<file path="config.mk">
export PLATFORM = sky130hd
export DESIGN_NAME = fp_sqrt_iter_flat
export DESIGN_NICKNAME = d
export VERILOG_FILES = /design/src/rtl/fp_sqrt_pkg.sv /design/src/rtl/fp_sqrt_iter_if.sv /design/src/rtl/fp_sqrt_step.sv /design/src/rtl/fp_sqrt_iter.sv /design/src/flat_wrapper.sv
export SDC_FILE = /design/constraint.sdc
export NUM_CORES = 1
export LEC_CHECK = 0
export ABC_AREA = 1
export CAP_MARGIN = 20
export CORE_UTILIZATION = 40
export DETAILED_ROUTE_END_ITERATION = 16
export GPL_TIMING_DRIVEN = 0
export PLACE_DENSITY = 0.71
export SETUP_SLACK_MARGIN = 0.4
export SYNTH_ARGS = -nofsm -noshare
export SYNTH_HDL_FRONTEND = slang
export SYNTH_SLANG_ARGS = --single-unit
</file>
<file path="constraint.sdc">
create_clock -name clk -period 1.8 [get_ports clk]
set_input_delay 0.18 -clock clk [delete_from_list [all_inputs] [get_ports clk]]
set_output_delay 0.18 -clock clk [all_outputs]
set_load 0.02 [all_outputs]
</file>
<file path="src/rtl/fp_sqrt_pkg.sv">
// fp_sqrt_pkg: shared types and elaboration helpers for the iterative
// fixed-point square root (state encoding, derived sizes, parameter checks).
package fp_sqrt_pkg;

  typedef enum logic [1:0] {
    IDLE = 2'd0,
    BUSY = 2'd1,
    DONE = 2'd2
  } state_t;

  // Root bits produced: half of the scaled operand width.
  function automatic int unsigned iter_of(input int unsigned width,
                                          input int unsigned frac_width);
    return (width + frac_width) / 2;
  endfunction

  // Clock cycles spent in BUSY per operation.
  function automatic int unsigned cycles_of(input int unsigned width,
                                            input int unsigned frac_width,
                                            input int unsigned steps);
    return iter_of(width, frac_width) / steps;
  endfunction

  // Step counter width; at least one bit even for a single-cycle core.
  function automatic int unsigned cnt_width(input int unsigned cycles);
    return (cycles > 1) ? $clog2(cycles) : 1;
  endfunction

  // Legal configurations: even scaled width, 1/2/4 steps dividing the
  // iteration count, and a rounded root that still fits in WIDTH.
  function automatic bit params_ok(input int unsigned width,
                                   input int unsigned frac_width,
                                   input int unsigned steps);
    int unsigned iter;
    iter = iter_of(width, frac_width);
    return (width > 0) &&
           (frac_width <= width) &&
           (((width + frac_width) % 2) == 0) &&
           ((steps == 1) || (steps == 2) || (steps == 4)) &&
           (iter >= steps) &&
           ((iter % steps) == 0) &&
           (iter < width + 1);
  endfunction

endpackage

</file>
<file path="src/rtl/fp_sqrt_iter_if.sv">
// fp_sqrt_iter_if: operand/result handshake bundle for fp_sqrt_iter.
//   in_valid/in_ready/in    : operand channel (producer -> unit)
//   out_valid/out_ready/out : result channel (unit -> consumer)
//   rem                     : unrounded remainder, ITER+1 bits
//   busy                    : unit is iterating
// master: the side feeding operands and taking results; slave: the sqrt unit.
interface fp_sqrt_iter_if
  import fp_sqrt_pkg::*;
#(
  parameter int unsigned WIDTH      = 32,
  parameter int unsigned FRAC_WIDTH = 0
);
  localparam int unsigned REM_W = iter_of(WIDTH, FRAC_WIDTH) + 1;

  logic             in_valid;
  logic             in_ready;
  logic [WIDTH-1:0] in;
  logic             out_valid;
  logic             out_ready;
  logic [WIDTH-1:0] out;
  logic [REM_W-1:0] rem;
  logic             busy;

  modport master (
    output in_valid, in, out_ready,
    input  in_ready, out_valid, out, rem, busy
  );

  modport slave (
    input  in_valid, in, out_ready,
    output in_ready, out_valid, out, rem, busy
  );

endinterface

</file>
<file path="src/rtl/fp_sqrt_step.sv">
// fp_sqrt_step: one combinational restoring square-root recurrence step.
//   acc/q      : partial remainder (ITER+2 bits) and partial root (ITER bits)
//   bits       : next two operand bits, MSB first
//   acc_next   : updated remainder
//   q_next     : root shifted left with the new digit
module fp_sqrt_step #(
  parameter int unsigned ITER = 16
) (
  input  logic [ITER+1:0] acc,
  input  logic [ITER-1:0] q,
  input  logic [1:0]      bits,
  output logic [ITER+1:0] acc_next,
  output logic [ITER-1:0] q_next
);

  localparam int unsigned TW = ITER + 4;

  logic [TW-1:0] trial;
  logic [TW-1:0] sub;
  logic [TW-1:0] diff;
  logic          ge;

  // Trial subtraction of 4q+1; keep it only if it does not go negative.
  // The remainder never exceeds 2q, so narrowing to ITER+2 bits is lossless.
  always_comb begin
    trial    = {acc, bits};
    sub      = TW'({q, 2'b01});
    diff     = trial - sub;
    ge       = (trial >= sub);
    acc_next = (ITER+2)'(ge ? diff : trial);
    q_next   = ITER'({q, ge});
  end

endmodule

</file>
<file path="src/rtl/fp_sqrt_iter.sv">
// fp_sqrt_iter: iterative unsigned fixed-point square root with
// valid/ready handshakes, STEPS_PER_CYCLE root bits resolved per clock.
//   clk   : clock, all state on the rising edge
//   reset : synchronous active-high reset; aborts any operation in flight
//   bus   : fp_sqrt_iter_if.slave (operand in, result out, rem, busy)
// out = floor(sqrt(in * 2^FRAC_WIDTH)) in the format of in; rem is the
// unrounded remainder. Define FP_SQRT_ROUND_EN to round out to nearest.
module fp_sqrt_iter
  import fp_sqrt_pkg::*;
#(
  parameter int unsigned WIDTH           = 32,
  parameter int unsigned FRAC_WIDTH      = 0,
  parameter int unsigned STEPS_PER_CYCLE = 1
) (
  input logic         clk,
  input logic         reset,
  fp_sqrt_iter_if.slave bus
);

  localparam int unsigned ITER   = iter_of(WIDTH, FRAC_WIDTH);
  localparam int unsigned CYCLES = cycles_of(WIDTH, FRAC_WIDTH, STEPS_PER_CYCLE);
  localparam int unsigned CNT_W  = cnt_width(CYCLES);
  localparam int unsigned ACC_W  = ITER + 2;
  localparam int unsigned XW     = 2 * ITER;
  localparam int unsigned SH     = 2 * STEPS_PER_CYCLE;

  if (!params_ok(WIDTH, FRAC_WIDTH, STEPS_PER_CYCLE)) begin : g_bad_params
    $error("fp_sqrt_iter: illegal WIDTH/FRAC_WIDTH/STEPS_PER_CYCLE combination");
  end

  state_t           state;
  logic [ACC_W-1:0] acc;
  logic [XW-1:0]    x;
  logic [ITER-1:0]  q;
  logic [CNT_W-1:0] cnt;

  // Chain of recurrence steps; step i consumes operand bits below step i-1.
  for (genvar i = 0; i < STEPS_PER_CYCLE; i++) begin : g_step
    logic [ACC_W-1:0] acc_i;
    logic [ACC_W-1:0] acc_o;
    logic [ITER-1:0]  q_i;
    logic [ITER-1:0]  q_o;

    if (i == 0) begin : g_first
      assign acc_i = acc;
      assign q_i   = q;
    end else begin : g_next
      assign acc_i = g_step[i-1].acc_o;
      assign q_i   = g_step[i-1].q_o;
    end

    fp_sqrt_step #(
      .ITER (ITER)
    ) u_step (
      .acc      (acc_i),
      .q        (q_i),
      .bits     (x[XW-1-2*i -: 2]),
      .acc_next (acc_o),
      .q_next   (q_o)
    );
  end

  logic [ACC_W-1:0] acc_f;
  logic [ITER-1:0]  q_f;
  logic [WIDTH-1:0] res_c;

  assign acc_f = g_step[STEPS_PER_CYCLE-1].acc_o;
  assign q_f   = g_step[STEPS_PER_CYCLE-1].q_o;

  // Remainder above q means the true root is past q + 0.5; ties cannot occur.
`ifdef FP_SQRT_ROUND_EN
  assign res_c = (acc_f > ACC_W'(q_f)) ? WIDTH'(q_f) + WIDTH'(1) : WIDTH'(q_f);
`else
  assign res_c = WIDTH'(q_f);
`endif

  // Control FSM and datapath registers; all handshake outputs registered.
  always_ff @(posedge clk) begin
    if (reset) begin
      state         <= IDLE;
      acc           <= '0;
      x             <= '0;
      q             <= '0;
      cnt           <= '0;
      bus.in_ready  <= 1'b1;
      bus.out_valid <= 1'b0;
      bus.out       <= '0;
      bus.rem       <= '0;
      bus.busy      <= 1'b0;
    end else begin
      case (state)
        IDLE: begin
          if (bus.in_valid) begin
            acc          <= '0;
            x            <= XW'(bus.in) << FRAC_WIDTH;
            q            <= '0;
            cnt          <= '0;
            state        <= BUSY;
            bus.in_ready <= 1'b0;
            bus.busy     <= 1'b1;
          end
        end
        BUSY: begin
          acc <= acc_f;
          q   <= q_f;
          x   <= x << SH;
          cnt <= cnt + CNT_W'(1);
          if (cnt == CNT_W'(CYCLES - 1)) begin
            bus.out       <= res_c;
            bus.rem       <= (ITER+1)'(acc_f);
            bus.out_valid <= 1'b1;
            bus.busy      <= 1'b0;
            state         <= DONE;
          end
        end
        DONE: begin
          if (bus.out_ready) begin
            bus.out_valid <= 1'b0;
            bus.in_ready  <= 1'b1;
            state         <= IDLE;
          end
        end
        default: state <= IDLE;
      endcase
    end
  end

endmodule

</file>
<file path="src/flat_wrapper.sv">
// flat-port wrapper written by rule: the top's interface ports become plain ports
module fp_sqrt_iter_flat import fp_sqrt_pkg::*;
#(
  parameter int unsigned WIDTH           = 32,
  parameter int unsigned FRAC_WIDTH      = 0,
  parameter int unsigned STEPS_PER_CYCLE = 1
)
  (clk, reset, bus_in_valid, bus_in, bus_out_ready, bus_in_ready, bus_out_valid, bus_out, bus_rem, bus_busy);
  fp_sqrt_iter_if #(.WIDTH(WIDTH), .FRAC_WIDTH(FRAC_WIDTH)) bus_i ();
  input logic clk;
  input logic reset;
  input wire logic [$bits(bus_i.in_valid)-1:0] bus_in_valid;
  input wire logic [$bits(bus_i.in)-1:0] bus_in;
  input wire logic [$bits(bus_i.out_ready)-1:0] bus_out_ready;
  output wire logic [$bits(bus_i.in_ready)-1:0] bus_in_ready;
  output wire logic [$bits(bus_i.out_valid)-1:0] bus_out_valid;
  output wire logic [$bits(bus_i.out)-1:0] bus_out;
  output wire logic [$bits(bus_i.rem)-1:0] bus_rem;
  output wire logic [$bits(bus_i.busy)-1:0] bus_busy;
  assign bus_i.in_valid = bus_in_valid;
  assign bus_i.in = bus_in;
  assign bus_i.out_ready = bus_out_ready;
  assign bus_in_ready = bus_i.in_ready;
  assign bus_out_valid = bus_i.out_valid;
  assign bus_out = bus_i.out;
  assign bus_rem = bus_i.rem;
  assign bus_busy = bus_i.busy;
  fp_sqrt_iter #(.WIDTH(WIDTH), .FRAC_WIDTH(FRAC_WIDTH), .STEPS_PER_CYCLE(STEPS_PER_CYCLE)) u_core (.clk(clk), .reset(reset), .bus(bus_i));
endmodule
</file>
Word level (Yosys, flattened, before mapping)

Index checks and enable logic that the tools add are counted.

$add $sub $neg: 2
Multipliers: 0
Div/mod/pow operators: 0
$lt $le $gt $ge: 1
Eq/ne operators: 6
Shift-type cells: 0
Multiplexer cells: 22
Bitwise logic cells: 0
Reductions and logical operators: 10

Operator list:

| kind                  | number |
|---|---|
| $pmux W32 S2          | 1 |
| $mux W18              | 2 |
| $pmux W18 S2          | 1 |
| $mux W32              | 1 |
| $pmux W16 S2          | 1 |
| $ge A20 B18 Y1        | 1 |
| $sub A18 B18 Y18      | 1 |
| $mux W16              | 1 |
| $reduce_and A3 Y1     | 4 |
| $pmux W4 S2           | 1 |
| $mux W1               | 6 |
| $mux W2               | 3 |
| $pmux W1 S2           | 3 |
| $pmux W2 S3           | 1 |
| $reduce_bool A2 Y1    | 3 |
| $add A4 B1 Y4 const B | 1 |
| $eq A4 B4 Y1 const B  | 1 |
| $mux W4               | 1 |
| $ne A2 B2 Y1 const B  | 2 |
| $reduce_and A2 Y1     | 2 |
| $eq A2 B1 Y1 const B  | 1 |
| $eq A2 B2 Y1 const B  | 1 |
| $logic_not A2 Y1      | 1 |
| $ne A2 B1 Y1 const B  | 1 |

Register bits after elaboration: 108
Latch bits: 0
Memory bits (writable): 0
Bits in read-only memories: 0
Output and inout port bits: 52
Word-level logic and storage cells: 51
Memories: 0

Logic depth before layout (Yosys ltp)

Gate-level depths: netlist of run 1.

Depth in word-level cells: 3
Gate-level depth with buffers: 15
Depth with buffers taken out: 14

Modules after synthesis

Synthesis of run 1 repeated with hierarchy kept, for this count alone.

Cells, all modules: 879
Area total of the unflattened synthesis: 5825.6 um^2

By module, submodules not included:

| module       | instances | cells an instance | area an instance (um^2) |
|---|---|---|---|
| fp_sqrt_iter | 1         | 592               | 4324.1 |
| fp_sqrt_step | 1         | 287               | 1501.4 |

Worst setup path before layout of run 1

Ideal clock, no wire load.

Path type: reg-to-reg
Start: register u_core.q[1], in the netlist u_core.g_step[0].q_i[1]
End: register u_core.bus.rem[4]
Library setup time: 117 ps
Arrival: 1776 ps
Path slack: -93 ps
Stages on the path, launching flop included: 13
Buffers on the path: 1
Period minus slack after synthesis: 1893 ps
Cells stage by stage: dfxtp_1 inv_1 ha_1 a21oi_1 nand2_1 nand2_1 nand3_2 nand2_2 nand2_4 buf_6 nand2_1 nand2_1 a22o_1

Word-level cells in the longest chain between the ends: 2
Elaborated cells on any way between the ends: 3
Classes of those cells: add/sub (1); order compare (1); mux (1)

Ends and longest elaborated chain:

| item                                               | line                                   | text |
|---|---|---|
| start, declared                                    | fp_sqrt_iter.sv:34                     | `logic [ITER-1:0] q;` |
| start signal, assigned                             | fp_sqrt_iter.sv:105                    | `q <= q_f;` |
| $sub A18 B18 Y18 or $ge A20 B18 Y1 (tied branches) | fp_sqrt_step.sv:28, fp_sqrt_step.sv:29 |  |
| $mux W18 *                                         | fp_sqrt_step.sv:30                     | `acc_next = (ITER+2)'(ge ? diff : trial);` |
| end signal, assigned                               | fp_sqrt_iter.sv:110                    | `bus.rem <= (ITER+1)'(acc_f);` |
| end, declared                                      | fp_sqrt_iter_if.sv:31                  | `output in_ready, out_valid, out, rem, busy` |

Every way passes the cells marked *; elsewhere a longest branch is shown, timed or not.
A chain may end at the register's enable or synchronous reset.

Final worst setup path of run 1

Start: register u_core.q[11], in the netlist u_core.g_step[0].q_i[11]
End: register u_core.acc[13]

Word-level cells in the longest chain between the ends: 3
Elaborated cells on any way between the ends: 4
Classes of those cells: add/sub (1); order compare (1); mux (2)

Ends and longest elaborated chain:

| item                                               | line                                   | text |
|---|---|---|
| $sub A18 B18 Y18 or $ge A20 B18 Y1 (tied branches) | fp_sqrt_step.sv:28, fp_sqrt_step.sv:29 |  |
| $mux W18 *                                         | fp_sqrt_step.sv:30                     |  |
| $pmux W18 S2 *                                     | fp_sqrt_iter.sv:91                     | `case (state)` |
| end signal, assigned                               | fp_sqrt_iter.sv:81                     | `acc <= '0;` |
| end signal, assigned                               | fp_sqrt_iter.sv:94                     | `acc <= '0;` |
| end signal, assigned                               | fp_sqrt_iter.sv:104                    | `acc <= acc_f;` |
| end, declared                                      | fp_sqrt_iter.sv:32                     | `logic [ACC_W-1:0] acc;` |

Marks and branches as above.

==> results.yml, run 1 <==
outcome:
  status: "finished, violations left"
  violations: "negative setup slack"
clock_tree:
  h-tree-depth: 3
  cts_sinks: 108
  clk_latency_ns: 0.36
  numCtsBuffers: 9
  cts_root_buf: "clkbuf_16"
  postCtsHoldBufs: 0
  cts_tree: "built"
  clkTransAtPathRegs_ns: 0.07
  clock_path_buffers: 2
setup_path:
  worst-path-stages: 15
  start_kind: "flip-flop"
  worstSetupPathType: "flip-flop to flip-flop"
  endpoint_kind: "flip-flop"
  crit_arrival_ns: 2.30
  max_stage_delay_ns: 0.36
  crit_buf_inv: 3
  cpMaxStageDelayCell: "dfxtp_2"
  cpMostUsedCell: "nand2_2"
  r2r_cells: 15
  crit_path_max_fanout: 5
  timing.rr.start: "u_core.g_step[0].q_i[11]$_SDFFE_PP0P_"
  startpoint: "u_core.g_step[0].q_i[11]$_SDFFE_PP0P_"
  timing.critical_path.max_delay_family: "simple AND/OR/NAND/NOR gates"
  worstPathCellList: "inv_4 > ha_4 > nand2_2 > nand2_1 > nand2_1 > nand2_2 > nand2_2 > nand2_2 > nor2_4 > nand2_8 > buf_12 > buf_16 > nand3_4 > nand3_2 > a21oi_2"
  cp.required_ns: 2.09
min_path:
  min-delay-start: "reset"
  worstHoldPathCells: 4
  holdCritPathClass: "input pin to flip-flop"
routing:
  ant_nets: 0
  wl_per_cell_um: 14.8
  drt_first_pass_iters: 6
  wirelength_um: 17000
  drc: 0
  drtIter0Drc: 316
  routed_via_density: 5.04
  vias: 5799
sta:
  worst-slew-pin-transition_ns: 0.628
  max_freq_ghz: 0.497
  min_period_ns: 2.01
  grt_setup_unrepaired: "true"
  fin_hold_ws_ns: 0.293
  clock_skew_ns: 0.00885
  relSlewSlack_pct: 58.1
  finalSetupTns_ns: -5.47
  finalSetupViolations: 37
  timing.final.ws_setup_ns: -0.212
  finalCritPeriodShare_pct: 112
  report.final.hold_viol_count: 0
  finalMaxSlewViolations: 0
place:
  dp_slack_ns: -0.338
  io_buffers: 70
  dp_hpwl_um: 11300
  placed_area_um2: 6820
  place_congestion: 0.915
synthesis:
  async_flop_share_pct: 0
  synth_common_cells: "315 x nand2_1, 108 x dfxtp_1, 88 x inv_1, 53 x a21oi_1, 50 x nand3_1"
  synthTopCellsByArea: "dfxtp_1 39%, nand2_1 21%, inv_1 6.0%, a21oi_1 4.8%, nand3_1 4.5%"
  ys_seq_elements: 108
  syn_area_um2: 5550
  synthDistinctLibCells: 35
  synth_seq_area_share_pct: 39.0
  ys_warn_count: 0
  synth.most_common_cell: "nand2_1"
  synth_edf_count: 0
  netlist_instances: 808
  yosys.area.top_type: "dfxtp_1"
  synth_area_per_cell_um2: 6.86
  synth_top_area_share_pct: 39.0
  synth_flop_cell: "dfxtp_1"
floorplan:
  rows: 42
  die_x_um: 120
  io_pins: 88
  initial_core_util_pct: 41.4
  die_h_um: 120
  die_area_um2: 14300
  core_area_um2: 13400
finish:
  final_util_pct: 62.5
  design_area_um2: 8380
  nets: 1026
  syn_to_final_growth_pct: 51.1
  fill_cells: 1177
  diodes: 0
  drive_gt1_share_pct: 32.8
pwr:
  p_leak_uw: 0.00387
  power_density_nw_per_um2: 1260
  vdd_ir_drop_max_mv: 0.702
global_routing:
  grt_pass1_vias: 5457
  grt_max_degree: 17
  grt_overflow: 0
  grt_pass1_wl_um: 26600
  grt_usage_pct: 24.0
  antenna_found_initial: 0
run:
  maxCapViolations: 0
-- cell type report --
type                            instances  area [um2]  share of cell area [%]
Multi-Input combinational cell        576        3540                    42.3
Sequential cell                       108        2200                    26.3
Clock buffer                           12         246                    2.94
Tap cell                              176         220                    2.63
Buffer                                 50         458                    5.47
Inverter                               89         353                    4.21
Clock inverter                          3        68.8                   0.822
Timing Repair Buffer                  137        1290                    15.4
-- kinds of logic (layout without fill, tap and decap cells) --
logic type                 count (synthesis)  after routing  synth area share [%]
AOI/OAI and AO/OA                        115            115                  12.1
other                                      1             16                0.0676
and+or+nand+nor                          419            419                  31.6
xor gates and xnor gates                   7              7                  1.11
buffers and inverters                    139            291                  11.9
adders and majority gates                 19             19                  4.29
DFF                                      108            108                  39.0
-- state kept, by name, summed over array words and instances (netlist names) --
register and flops:
u_core.g_step.q_i 16, u_core.bus.in_ready 1, u_core.x 32, u_core.acc 18, u_core.bus.busy 1, u_core.cnt 4
u_core.bus.out_valid 1, u_core.state 2, u_core.bus.rem 17, u_core.bus.out 16
-- power by group --
part	leakage (uW)	switching, uW	internal [uW]	total [uW]
Clock	0.000153	893	1260	2150
Sequential	0.000890	119	2520	2640
Combinational	0.00282	3260	2500	5760
-- routing by layer --
layer  GRT usage (%)  share of wire, %  vias up  routed length, um
met2            41.4                48      200               8110
met3            5.66               5.9       37               1000
li1                -                 -     2872                  -
met4            8.44               3.8        0                641
met5               0                 0        -                  0
met1            29.0                43     2690               7260
-- path summary, 6_finish.rpt --
kind / to / slack [ns]
max reg2reg: u_core.acc[13]$_SDFFE_PP0P_ / -0.21
min reg2reg: u_core.bus.rem[15]$_SDFFE_PP0P_ / 0.45
max: u_core.acc[13]$_SDFFE_PP0P_ / -0.21
min: u_core.x[31]$_SDFFE_PP0P_ / 0.29
-- repair_timing --
| action | CTS | global route |
|---|---|---|
| endpoints found under the hold margin | 0 | 0 |
| setup endpoints to repair | 141 | 105 |
| pin swaps | 15 | 40 |
| resized for setup | 162 | 121 |
| cloned | 4 | 2 |
| buffers inserted | 42 | 19 |
-- cells in the final DEF, fill, tap and decap left out, types with 18 or more instances in the layout --
cell / count
dlygate4sd2_1: 36
inv_2: 23
buf_4: 66
dfxtp_2: 24
inv_1: 58
a21oi_1: 43
nand2_4: 18
nand2_2: 43
a31oi_1: 18
clkdlybuf4s50_1: 34
dfxtp_1: 82
nand3_1: 33
nand2_1: 257
-- stage by stage --
stage / std cells / total power, uW
2_1_floorplan: 823 / 5540
3_3_place_gp: 1069 / 6380
6_report: 1151 / 10500
3_5_place_dp: 1069 / 6420
5_1_grt: 1151 / 11100
4_1_cts: 1130 / 9310
-- worst reg2reg max path, stage by stage (launching register included) --
cell	delay, ns
dfxtp_2	0.36
inv_4	0.06
ha_4	0.26
nand2_2	0.07
nand2_1	0.05
nand2_1	0.07
nand2_2	0.06
nand2_2	0.07
nand2_2	0.06
nor2_4	0.23
nand2_8	0.11
buf_12	0.14
buf_16	0.13
nand3_4	0.06
nand3_2	0.07
a21oi_2	0.13
Power figures use the tool's default switching activity.
==> run 2, diff against run 1 <==
CAP_MARGIN = default   (was 20)
==> results of run 2 <==
The final DEF is identical to that of run 1; final timing and power are the same.
